File: config.mk
export PLATFORM = sky130hd
export DESIGN_NAME = serial_subtractor_ctrl_flat
export DESIGN_NICKNAME = d
export VERILOG_FILES = /design/src/rtl/serial_subtractor_ctrl_pkg.sv /design/src/rtl/serial_subtractor_ctrl_if.sv /design/src/rtl/serial_subtractor_ctrl_full_subtractor.sv /design/src/rtl/serial_subtractor_ctrl.sv /design/src/flat_wrapper.sv
export SDC_FILE = /design/constraint.sdc
export NUM_CORES = 1
export LEC_CHECK = 0
export CAP_MARGIN = 20
export CORE_AREA = 2 2 59 61
export CTS_BUF_LIST = sky130_fd_sc_hd__clkbuf_8
export DETAILED_ROUTE_END_ITERATION = 6
export DIE_AREA = 0 0 61 63
export PLACE_DENSITY_LB_ADDON = 0.25
export SETUP_SLACK_MARGIN = 0.05
export SLEW_MARGIN = 20
export SYNTH_ARGS = -nofsm -noshare
export SYNTH_HDL_FRONTEND = slang
export SYNTH_SLANG_ARGS = --single-unit
File: constraint.sdc
create_clock -name clk -period 2.71 [get_ports clk]
set_input_delay 0.4065 -clock clk [delete_from_list [all_inputs] [get_ports clk]]
set_output_delay 0.4065 -clock clk [all_outputs]
set_load 0.05 [all_outputs]
File: src/rtl/serial_subtractor_ctrl_pkg.sv
// Shared definitions for the bit-serial subtraction controller: FSM states and legal WIDTH bounds.
// Optional zero flag is enabled by defining SERSUB_ZERO_FLAG_EN.
package serial_subtractor_ctrl_pkg;

   typedef enum logic [1:0] {
      S_IDLE = 2'd0,
      S_RUN  = 2'd1,
      S_DONE = 2'd2
   } sersub_state_e;

   localparam int unsigned SERSUB_WIDTH_MIN = 2;
   localparam int unsigned SERSUB_WIDTH_MAX = 32;

endpackage

File: src/rtl/serial_subtractor_ctrl_if.sv
// Request/result bundle between a requesting datapath and the serial subtractor.
// The zero port exists only when SERSUB_ZERO_FLAG_EN is defined.
interface serial_subtractor_ctrl_if #(
   parameter int unsigned WIDTH = 8
);

   logic             start;
   logic [WIDTH-1:0] a;
   logic [WIDTH-1:0] b;
   logic             busy;
   logic             done;
   logic [WIDTH-1:0] diff;
   logic             borrow;
`ifdef SERSUB_ZERO_FLAG_EN
   logic             zero;

   modport master (output start, a, b, input busy, done, diff, borrow, zero);
   modport slave  (input start, a, b, output busy, done, diff, borrow, zero);
`else
   modport master (output start, a, b, input busy, done, diff, borrow);
   modport slave  (input start, a, b, output busy, done, diff, borrow);
`endif

endinterface

File: src/rtl/serial_subtractor_ctrl_full_subtractor.sv
// One-bit full-subtractor cell: d = x - y - bin, bout is the borrow out.
module full_subtractor (
   output logic d,
   output logic bout,
   input  logic x,
   input  logic y,
   input  logic bin
);

   always_comb begin
      d    = x ^ y ^ bin;
      bout = (~x & y) | (~(x ^ y) & bin);
   end

endmodule

File: src/rtl/serial_subtractor_ctrl.sv
// Bit-serial A - B controller: sequences one full_subtractor cell over WIDTH cycles, LSB first.
// Define SERSUB_ZERO_FLAG_EN to add the registered zero flag.
module serial_subtractor_ctrl
   import serial_subtractor_ctrl_pkg::*;
#(
   parameter int unsigned WIDTH = 8
) (
   input  logic                     clk,
   input  logic                     rst_n,
   serial_subtractor_ctrl_if.slave  bus
);

   localparam int unsigned CNT_W = $clog2(WIDTH);
   localparam logic [CNT_W-1:0] CNT_LAST = CNT_W'(WIDTH - 1);

   if (WIDTH < SERSUB_WIDTH_MIN || WIDTH > SERSUB_WIDTH_MAX) begin : g_bad_width
      $error("serial_subtractor_ctrl: WIDTH out of range");
   end

   sersub_state_e    state_q, state_d;
   logic [CNT_W-1:0] cnt_q, cnt_d;
   logic [WIDTH-1:0] a_q, a_d;
   logic [WIDTH-1:0] b_q, b_d;
   logic [WIDTH-1:0] diff_q, diff_d;
   logic             borrow_q, borrow_d;
   logic [WIDTH-1:0] diff_shifted;
   logic             cell_d;
   logic             cell_bout;
`ifdef SERSUB_ZERO_FLAG_EN
   logic             zero_q, zero_d;
`endif

   full_subtractor u_cell (
      .d    (cell_d),
      .bout (cell_bout),
      .x    (a_q[0]),
      .y    (b_q[0]),
      .bin  (borrow_q)
   );

   always_comb begin
      state_d      = state_q;
      cnt_d        = cnt_q;
      a_d          = a_q;
      b_d          = b_q;
      diff_d       = diff_q;
      borrow_d     = borrow_q;
`ifdef SERSUB_ZERO_FLAG_EN
      zero_d       = zero_q;
`endif
      // cell output enters at the MSB so bit 0 lands at the LSB after WIDTH shifts
      diff_shifted = {cell_d, diff_q[WIDTH-1:1]};

      case (state_q)
         S_IDLE: begin
            if (bus.start) begin
               state_d  = S_RUN;
               a_d      = bus.a;
               b_d      = bus.b;
               diff_d   = '0;
               borrow_d = 1'b0;
               cnt_d    = '0;
`ifdef SERSUB_ZERO_FLAG_EN
               zero_d   = 1'b0;
`endif
            end
         end
         S_RUN: begin
            a_d      = a_q >> 1;
            b_d      = b_q >> 1;
            diff_d   = diff_shifted;
            borrow_d = cell_bout;
            cnt_d    = cnt_q + CNT_W'(1);
            if (cnt_q == CNT_LAST) begin
               state_d = S_DONE;
               cnt_d   = '0;
`ifdef SERSUB_ZERO_FLAG_EN
               zero_d  = (diff_shifted == '0);
`endif
            end
         end
         S_DONE: begin
            state_d = S_IDLE;
         end
         default: begin
            state_d = S_IDLE;
         end
      endcase
   end

   always_ff @(posedge clk or negedge rst_n) begin
      if (!rst_n) begin
         state_q  <= S_IDLE;
         cnt_q    <= '0;
         a_q      <= '0;
         b_q      <= '0;
         diff_q   <= '0;
         borrow_q <= 1'b0;
`ifdef SERSUB_ZERO_FLAG_EN
         zero_q   <= 1'b1;
`endif
      end else begin
         state_q  <= state_d;
         cnt_q    <= cnt_d;
         a_q      <= a_d;
         b_q      <= b_d;
         diff_q   <= diff_d;
         borrow_q <= borrow_d;
`ifdef SERSUB_ZERO_FLAG_EN
         zero_q   <= zero_d;
`endif
      end
   end

   assign bus.busy   = (state_q == S_RUN) || (state_q == S_DONE);
   assign bus.done   = (state_q == S_DONE);
   assign bus.diff   = diff_q;
   assign bus.borrow = borrow_q;
`ifdef SERSUB_ZERO_FLAG_EN
   assign bus.zero   = zero_q;
`endif

endmodule

File: src/flat_wrapper.sv
// flat-port wrapper written by rule: the top's interface ports become plain ports
module serial_subtractor_ctrl_flat import serial_subtractor_ctrl_pkg::*;
#(
   parameter int unsigned WIDTH = 8
)
  (clk, rst_n, bus_start, bus_a, bus_b, bus_busy, bus_done, bus_diff, bus_borrow);
  serial_subtractor_ctrl_if #(.WIDTH(WIDTH)) bus_i ();
  input  logic clk;
  input  logic rst_n;
  input wire logic [$bits(bus_i.start)-1:0] bus_start;
  input wire logic [$bits(bus_i.a)-1:0] bus_a;
  input wire logic [$bits(bus_i.b)-1:0] bus_b;
  output wire logic [$bits(bus_i.busy)-1:0] bus_busy;
  output wire logic [$bits(bus_i.done)-1:0] bus_done;
  output wire logic [$bits(bus_i.diff)-1:0] bus_diff;
  output wire logic [$bits(bus_i.borrow)-1:0] bus_borrow;
  assign bus_i.start = bus_start;
  assign bus_i.a = bus_a;
  assign bus_i.b = bus_b;
  assign bus_busy = bus_i.busy;
  assign bus_done = bus_i.done;
  assign bus_diff = bus_i.diff;
  assign bus_borrow = bus_i.borrow;
  serial_subtractor_ctrl #(.WIDTH(WIDTH)) u_core (.clk(clk), .rst_n(rst_n), .bus(bus_i));
endmodule
==> results of run 1 <==
## sequential cells by signal (all words and copies together), names as in the netlist
register / flops
u_core.cnt_q: 3
u_core.state_q: 2
u_core.a_q: 8
u_core.bus.borrow: 1
u_core.bus.diff: 8
u_core.b_q: 8
## where the power goes
group          switching [mW]  internal (mW)  total, mW
clock                   0.171          0.270      0.441
sequential              0.139          0.629      0.767
combinational           0.690          0.465       1.15
## final cells by class
cell class / count / area share (%)
Clock buffer: 5 / 3.59
Clock inverter: 3 / 2.09
Inverter: 6 / 1.17
Multi-Input combinational cell: 91 / 34.3
Sequential cell: 30 / 39.1
Tap cell: 46 / 3.00
Timing Repair Buffer: 33 / 16.7
## metal layers
metal | track usage, % | up-vias
met5 | 0 | -
met4 | 7.34 | 0
met3 | 5.80 | 7
met2 | 27.4 | 29
met1 | 26.2 | 577
li1 | - | 567
## path summary, 6_finish.rpt
path / end / depth (start not counted)
max: bus_busy / 3
min: u_core.cnt_q[0]$_DFFE_PN0P_ / 1
max reg2reg: u_core.b_q[0]$_DFFE_PN0P_ / 5
min reg2reg: u_core.cnt_q[0]$_DFFE_PN0P_ / 1
max in group asynchronous: u_core.bus.diff[1]$_DFFE_PN0P_ / 2
min in group asynchronous: u_core.a_q[0]$_DFFE_PN0P_ / 2
## cells in the final DEF, fill, tap and decap left out
cell / count
a211oi_1: 3
a211oi_2: 8
a21oi_1: 1
a221oi_1: 2
a22o_1: 12
buf_4: 4
bufinv_16: 1
clkbuf_8: 5
clkdlybuf4s50_1: 29
clkinv_2: 2
dfrtp_1: 30
fa_1: 1
ha_1: 6
inv_1: 5
inv_2: 1
mux2_2: 1
mux2i_1: 1
nand2_1: 4
nand2b_1: 1
nand3_1: 2
nor2_1: 14
nor2_2: 1
nor2b_1: 2
nor3_1: 12
o21ai_0: 4
o221a_2: 1
o22a_1: 1
o22ai_1: 12
o31ai_1: 1
or3_1: 1
## kinds of logic (layout without fill, tap and decap cells)
logic type | Yosys count | in the layout | synth area share, %
AOI/OAI and AO/OA | 45 | 45 | 24.8
muxes | 2 | 2 | 1.42
buffers and inverters | 16 | 47 | 6.17
DFF | 30 | 30 | 50.0
adders and majority gates | 7 | 7 | 6.33
and+or+nand+nor | 37 | 37 | 11.3
==> results.toml, run 1 <==
[logic_synthesis]
ys_top_cells_by_count = "dfrtp_1, nor2_1, a22o_1, nor3_1, o22ai_1"
synth_edf_count = 0
async_flop_share_pct = 100
ys_seq_area_share_pct = 50.0
yosys.area.top_type = "dfrtp_1"
yosys-top-cells-area = "dfrtp_1, a22o_1, a211oi_2"
ys.flop_type = "dfrtp_1"
synth_cells = 137
synth.net_count = 163
avgSynthCellArea_um2 = 11.0
yosysUniqueCellTypes = 28
syn-cell-area_mm2 = 0.00150
synth_warnings = 0
synth.most_common_cell = "dfrtp_1"
yosys_register_bits = 30
netlist.area_leader.share_pct = 50.0

[cells_and_area]
area_delta_synth_final_pct = 27.8
fill_cells = 304
layout.nets = 193
final_area_mm2 = 0.00192
final_util_pct = 59.3
multi_input_area_um2 = 658
ff_latch_area_um2 = 751
layout-drive-gt1-share_pct = 14.3
n_antenna_cell = 0
layout.cells.non_filler = 214

[placed_design]
io_buffers = 29
dp_slack_ns = 0.713
placed_area_mm2 = 0.00181
dpl.hpwl_mm = 2.22
gp_congestion = 0.816
placed_cells = 206

[cts]
cts_root_buf = "clkbuf_8"
cts_resized = 0
h-tree-depth = 2
cts.sinks = 30
clockBufferDepth = 2
postCtsSetupBuffers = 0
ctsHoldBuffers = 0
clk_pin_slew_ns = 0.07
numCtsBuffers = 5
cts_tree = "done"
clkLatencyLatePin_ns = 0.28

[timing]
tightest_slew_ns = 0.555
slew_violations = 0
fin_setup_tns_ns = 0
finClkSkew_ns = 0.00274
hold_slack_ns = 0.496
hold_viol = 0
setup_ws_ns = 0.480
min_period_ns = 2.23
timing.final.crit_share_pct = 82.3
relSlewSlack_pct = 63.0
clock.fmax_mhz = 448
rsz0062_at_grt = "no"
setup_viol_count_final = 0

[min_path]
hold_class = "register to register"
hp-start = "u_core.cnt_q[0]$_DFFE_PN0P_"

[critical_path]
path_buf_inv = 2
crit_path_max_incr_delay_ns = 0.79
critPathCaptureType = "primary output"
critPathSlowestCell = "clkdlybuf4s50_1"
cp_max_fo = 3
path_class = "register to primary output"
reg2reg_from = "u_core.state_q[1]$_DFFE_PN0P_"
cp.arrival_ns = 1.82
crit_chain = "inv_1, ha_1, clkdlybuf4s50_1"
critPathLaunch = "u_core.state_q[1]$_DFFE_PN0P_"
ff2ff_setup_slack_ns = 0.78
critPathLaunchType = "register"
required_ns = 2.30
critical_path.top_delay_family = "buffers and inverters"

[floorplanning]
die_w_um = 61
start_util_pct = 46.5
die_h_um = 63
core-area_mm2 = 0.00323
die-area_mm2 = 0.00384
ioPinCount = 30
rows = 21

[detailed_routing]
wl_per_cell_um = 15.2
wl_met2_mm = 1.61
vias_per_cell = 5.51
drt-pass1-iter-count = 4
drt_wl_total_mm = 3.25
vias = 1180
postRouteAntennaNets = 0
wirelength_met1_mm = 1.43
drt_iter0_drc = 55
wl_met3_um = 150
drc = 0
routed.top_layer = "met4"

[global_route]
grt_pass1_wl_mm = 5.40
grt_usage_pct = 18.9
antenna_found_initial = 0
grt_overflow = 0
first_global_vias = 1143
grt_max_degree = 31

[outcome]
outcome = "finished, final reports clean"

[power]
p_leak_nw = 0.792
ir_worst_vdd_mv = 0.494
power.density_mw_per_mm2 = 1230
finalPower_mw = 2.36

[flow_run]
maxCapViolations = 0
(Power assumes the default switching activity.)
==> run 2: changes to the inputs <==
- clock period: 2.71 -> 2.3 ns (I/O delays scaled with it)
==> results.toml, run 2 (synthesized netlist as in run 1, its figures left out) <==
[placed_design]
io_buffers = 29
placed_area_mm2 = 0.00183
gp_congestion = 0.777
dpl.hpwl_mm = 2.26

[cells_and_area]
multi_input_area_um2 = 658
fill_cells = 294
final_area_mm2 = 0.00197
ff_latch_area_um2 = 751
layout.cells.most_common_list = "dfrtp_1, clkdlybuf4s50_1, nor2_1"
layout.nets = 196
area_delta_synth_final_pct = 31.5
final_util_pct = 61.1
layout-drive-gt1-share_pct = 15.8
final_common_cell = "dfrtp_1"
n_antenna_cell = 0

[global_route]
top_usage_layer = "met2"
grt_use_met2_pct = 30.4
first_global_vias = 1250
grt_overflow = 0
grt_usage_pct = 19.9
use_met3_pct = 6.21
grt_max_degree = 31
grt_pass1_wl_mm = 5.65
grtUsageMet1_pct = 25.7
antenna_found_initial = 0

[detailed_routing]
drc = 0
drt_wl_total_mm = 3.33
drt-pass1-iter-count = 4
drt_iter0_drc = 38
postRouteAntennaNets = 0
wl_per_cell_um = 15.3
vias = 1218
vias_per_cell = 5.61

[cts]
cts_resized = 0
clk_pin_slew_ns = 0.07
cts_tree = "done"
cts.sinks = 30
ctsHoldBuffers = 0
postCtsSetupBuffers = 0
h-tree-depth = 2
clkLatencyLatePin_ns = 0.29
numCtsBuffers = 5
cts_root_buf = "clkbuf_8"
clockBufferDepth = 2

[power]
power.density_mw_per_mm2 = 1500
p_leak_nw = 0.819
finalPower_mw = 2.97
ir_worst_vdd_mv = 0.693

[critical_path]
critPathCaptureType = "primary output"
required_ns = 1.96
cp.arrival_ns = 1.83
critPathLaunchType = "register"
path_class = "register to primary output"
cp_max_fo = 3
critPathLaunch = "u_core.state_q[0]$_DFFE_PN0P_"
reg2reg_from = "u_core.state_q[1]$_DFFE_PN0P_"

[flow_run]
maxCapViolations = 0

[timing]
clock.fmax_mhz = 460
rsz0062_at_grt = "no"
timing.final.crit_share_pct = 94.5
hold_slack_ns = 0.452
relSlewSlack_pct = 63.0
min_period_ns = 2.17
tightest_slew_ns = 0.555
setup_viol_count_final = 0
finClkSkew_ns = 0.00651
slew_violations = 0
fin_setup_tns_ns = 0
hold_viol = 0

[floorplanning]
die_h_um = 63
die-area_mm2 = 0.00384
start_util_pct = 46.5
core-area_mm2 = 0.00323
die_w_um = 61
ioPinCount = 30
rows = 21

[min_path]
hold_class = "primary input to asynchronous set/reset pin"

[outcome]
outcome = "finished, final reports clean"
## run 2: routing by layer
layer  vias up  part of all wire (%)  routed length, um
met5         -                     0                  0
met4         0                   1.6                 53
met3         6                   4.4                147
met2        27                    49               1640
met1       610                    45               1480
li1        575                     -                  -
## run 2: power by group
| part | internal [mW] | leakage [nW] | switching (mW) |
|---|---|---|---|
| Combinational | 0.571 | 0.384 | 0.828 |
| Clock | 0.462 | 0.0714 | 0.206 |
| Sequential | 0.741 | 0.364 | 0.160 |
## run 2: critical path: stages, from the launching register on
cell             delay [ns]
dfrtp_1                0.38
inv_1                  0.09
ha_1                   0.28
clkdlybuf4s50_1        0.80
## run 2: worst paths after layout
kind / endpoint / slack [ns] / depth (start not counted)
hold / removal: u_core.bus.borrow$_DFFE_PN0P_ / 0.45 / 2
min in group clk: u_core.cnt_q[1]$_DFFE_PN0P_ / 0.51 / 1
setup reg to reg: u_core.a_q[4]$_DFFE_PN0P_ / 0.42 / 6
hold reg to reg: u_core.cnt_q[1]$_DFFE_PN0P_ / 0.51 / 1
max in group asynchronous: u_core.cnt_q[1]$_DFFE_PN0P_ / 1.57 / 2
setup / recovery: bus_busy / 0.13 / 3
## run 2: final cells by class
cell class,count,share of cell area (%)
Clock buffer,6,4.18
Clock inverter,2,3.04
Inverter,6,1.14
Multi-Input combinational cell,91,33.3
Sequential cell,30,38.0
Tap cell,46,2.92
Timing Repair Buffer,36,17.4
## run 2: through the flow
stage,cells,setup slack [ns]
detailed placement,209,0.379
global route,217,0.0708
finish,217,0.126
global placement,209,0.468
CTS,217,0.113
floorplan,137,0.828
==> run 3: changes to the inputs <==
- CELL_PAD_IN_SITES_DETAIL_PLACEMENT: unset -> 1
- CELL_PAD_IN_SITES_GLOBAL_PLACEMENT: unset -> 1
- CORE_AREA: 2 2 59 61 -> 2 2 64 66
- DIE_AREA: 0 0 61 63 -> 0 0 66 68
==> results.toml, run 3 (synthesized netlist as in run 1, its figures left out) <==
[outcome]
outcome = "finished, final reports clean"

[timing]
tightest_slew_ns = 0.539
setup_viol_count_final = 0
rsz0062_at_grt = "no"
hold_viol = 0
clock.fmax_mhz = 471
hold_slack_ns = 0.444
timing.final.crit_share_pct = 92.3
slew_violations = 0
relSlewSlack_pct = 64.0
fin_setup_tns_ns = 0
min_period_ns = 2.12
finClkSkew_ns = 0.00714

[cts]
clkLatencyLatePin_ns = 0.29
cts_root_buf = "clkbuf_8"
numCtsBuffers = 5
cts.sinks = 30
clockBufferDepth = 2
h-tree-depth = 2
ctsHoldBuffers = 0
clk_pin_slew_ns = 0.07
cts_tree = "done"

[detailed_routing]
postRouteAntennaNets = 0
drc = 0
wl_per_cell_um = 16.7
vias_per_cell = 5.53
vias = 1217
drt_wl_total_mm = 3.68
drt_iter0_drc = 55
drt-pass1-iter-count = 4

[cells_and_area]
multi_input_area_um2 = 658
layout.cells.most_common_list = "dfrtp_1, clkdlybuf4s50_1, nor2_1"
layout.nets = 195
final_common_cell = "dfrtp_1"
ff_latch_area_um2 = 751
layout-drive-gt1-share_pct = 14.7
area_delta_synth_final_pct = 28.1
n_antenna_cell = 0
final_area_mm2 = 0.00192
layout.cells.non_filler = 220
fill_cells = 434

[global_route]
grt_pass1_wl_mm = 5.97
first_global_vias = 1267
antenna_found_initial = 0
grt_usage_pct = 18.1
grt_overflow = 0
grt_max_degree = 31

[min_path]
hold_class = "primary input to asynchronous set/reset pin"

[power]
ir_worst_vdd_mv = 0.547
finalPower_mw = 2.75
power.density_mw_per_mm2 = 1430
p_leak_nw = 0.805

[floorplanning]
start_util_pct = 38.9
ioPinCount = 30
core-area_mm2 = 0.00386
rows = 23
die-area_mm2 = 0.00449
die_w_um = 66
die_h_um = 68

[critical_path]
critPathLaunchType = "register"
cp.arrival_ns = 1.78
critPathCaptureType = "primary output"
required_ns = 1.96
path_class = "register to primary output"
cp_max_fo = 3

[placed_design]
placed_cells = 212
gp_congestion = 0.731
dpl.hpwl_mm = 2.57
placed_area_mm2 = 0.00183
io_buffers = 29

[flow_run]
maxCapViolations = 0
-- run 3: cell types whose count changed in the layout (fill, tap and decap cells not counted) --
cell             delta
dlymetal6s2s_1      +1
clkinv_2            +1
inv_1               +1
buf_4               -1
clkdlybuf4s50_1     -1
bufinv_16           -2
-- run 3: worst paths after layout --
check,depth (start not counted),slack [ns],endpoint,startpoint
setup / recovery,3,0.18,bus_done,u_core.state_q[0]$_DFFE_PN0P_
hold / removal,2,0.44,u_core.state_q[1]$_DFFE_PN0P_,rst_n
setup reg to reg,6,0.32,u_core.b_q[6]$_DFFE_PN0P_,u_core.state_q[0]$_DFFE_PN0P_
hold reg to reg,1,0.51,u_core.cnt_q[0]$_DFFE_PN0P_,u_core.cnt_q[0]$_DFFE_PN0P_
max in group asynchronous,2,1.56,u_core.a_q[4]$_DFFE_PN0P_,rst_n
min in group clk,1,0.51,u_core.cnt_q[0]$_DFFE_PN0P_,u_core.cnt_q[0]$_DFFE_PN0P_
-- run 3: through the flow --
step	setup WS, ns	utilization, %
after floorplan	0.828	-
after global placement	0.402	47.4
after detailed placement	0.338	47.4
after CTS	0.0953	49.8
after global routing	0.127	49.9
final	0.178	49.9
-- run 3: final cells by class --
cell class                 count  share of cell area (%)
tap                           50                    3.25
multi-input combinational     91                    34.2
clock inverter                 2                   0.455
inverter                       6                    1.17
timing repair buffer          35                    17.6
clock buffer                   6                    4.29
sequential                    30                    39.0
-- run 3: worst max-delay path, stage by stage (launching register included) --
cell and delay [ns]:
dfrtp_1 0.42, inv_1 0.11, ha_1 0.16, clkdlybuf4s50_1 0.80
-- run 3: report_power, final --
group / leakage [nW] / total [mW] / internal (mW) / switching, mW
Clock: 0.0524 / 0.439 / 0.237 / 0.202
Sequential: 0.364 / 0.902 / 0.741 / 0.161
Combinational: 0.389 / 1.41 / 0.563 / 0.849
-- run 3: per-layer routing --
metal  routed length (um)  up-vias  track usage [%]  part of all wire [%]
met3                  158       10             4.28                   4.3
met2                 1840       27             31.7                    50
met1                 1610      611             20.5                    44
li1                     -      569                -                     -
met4                   74        0             9.95                   2.0
met5                    0        -                0                     0
-- run 3: repair_timing --
action | 4_1_cts | 5_1_grt
endpoints found under the setup margin | 0 | 1
resized for setup | 0 | 1
setup buffers | 0 | 0
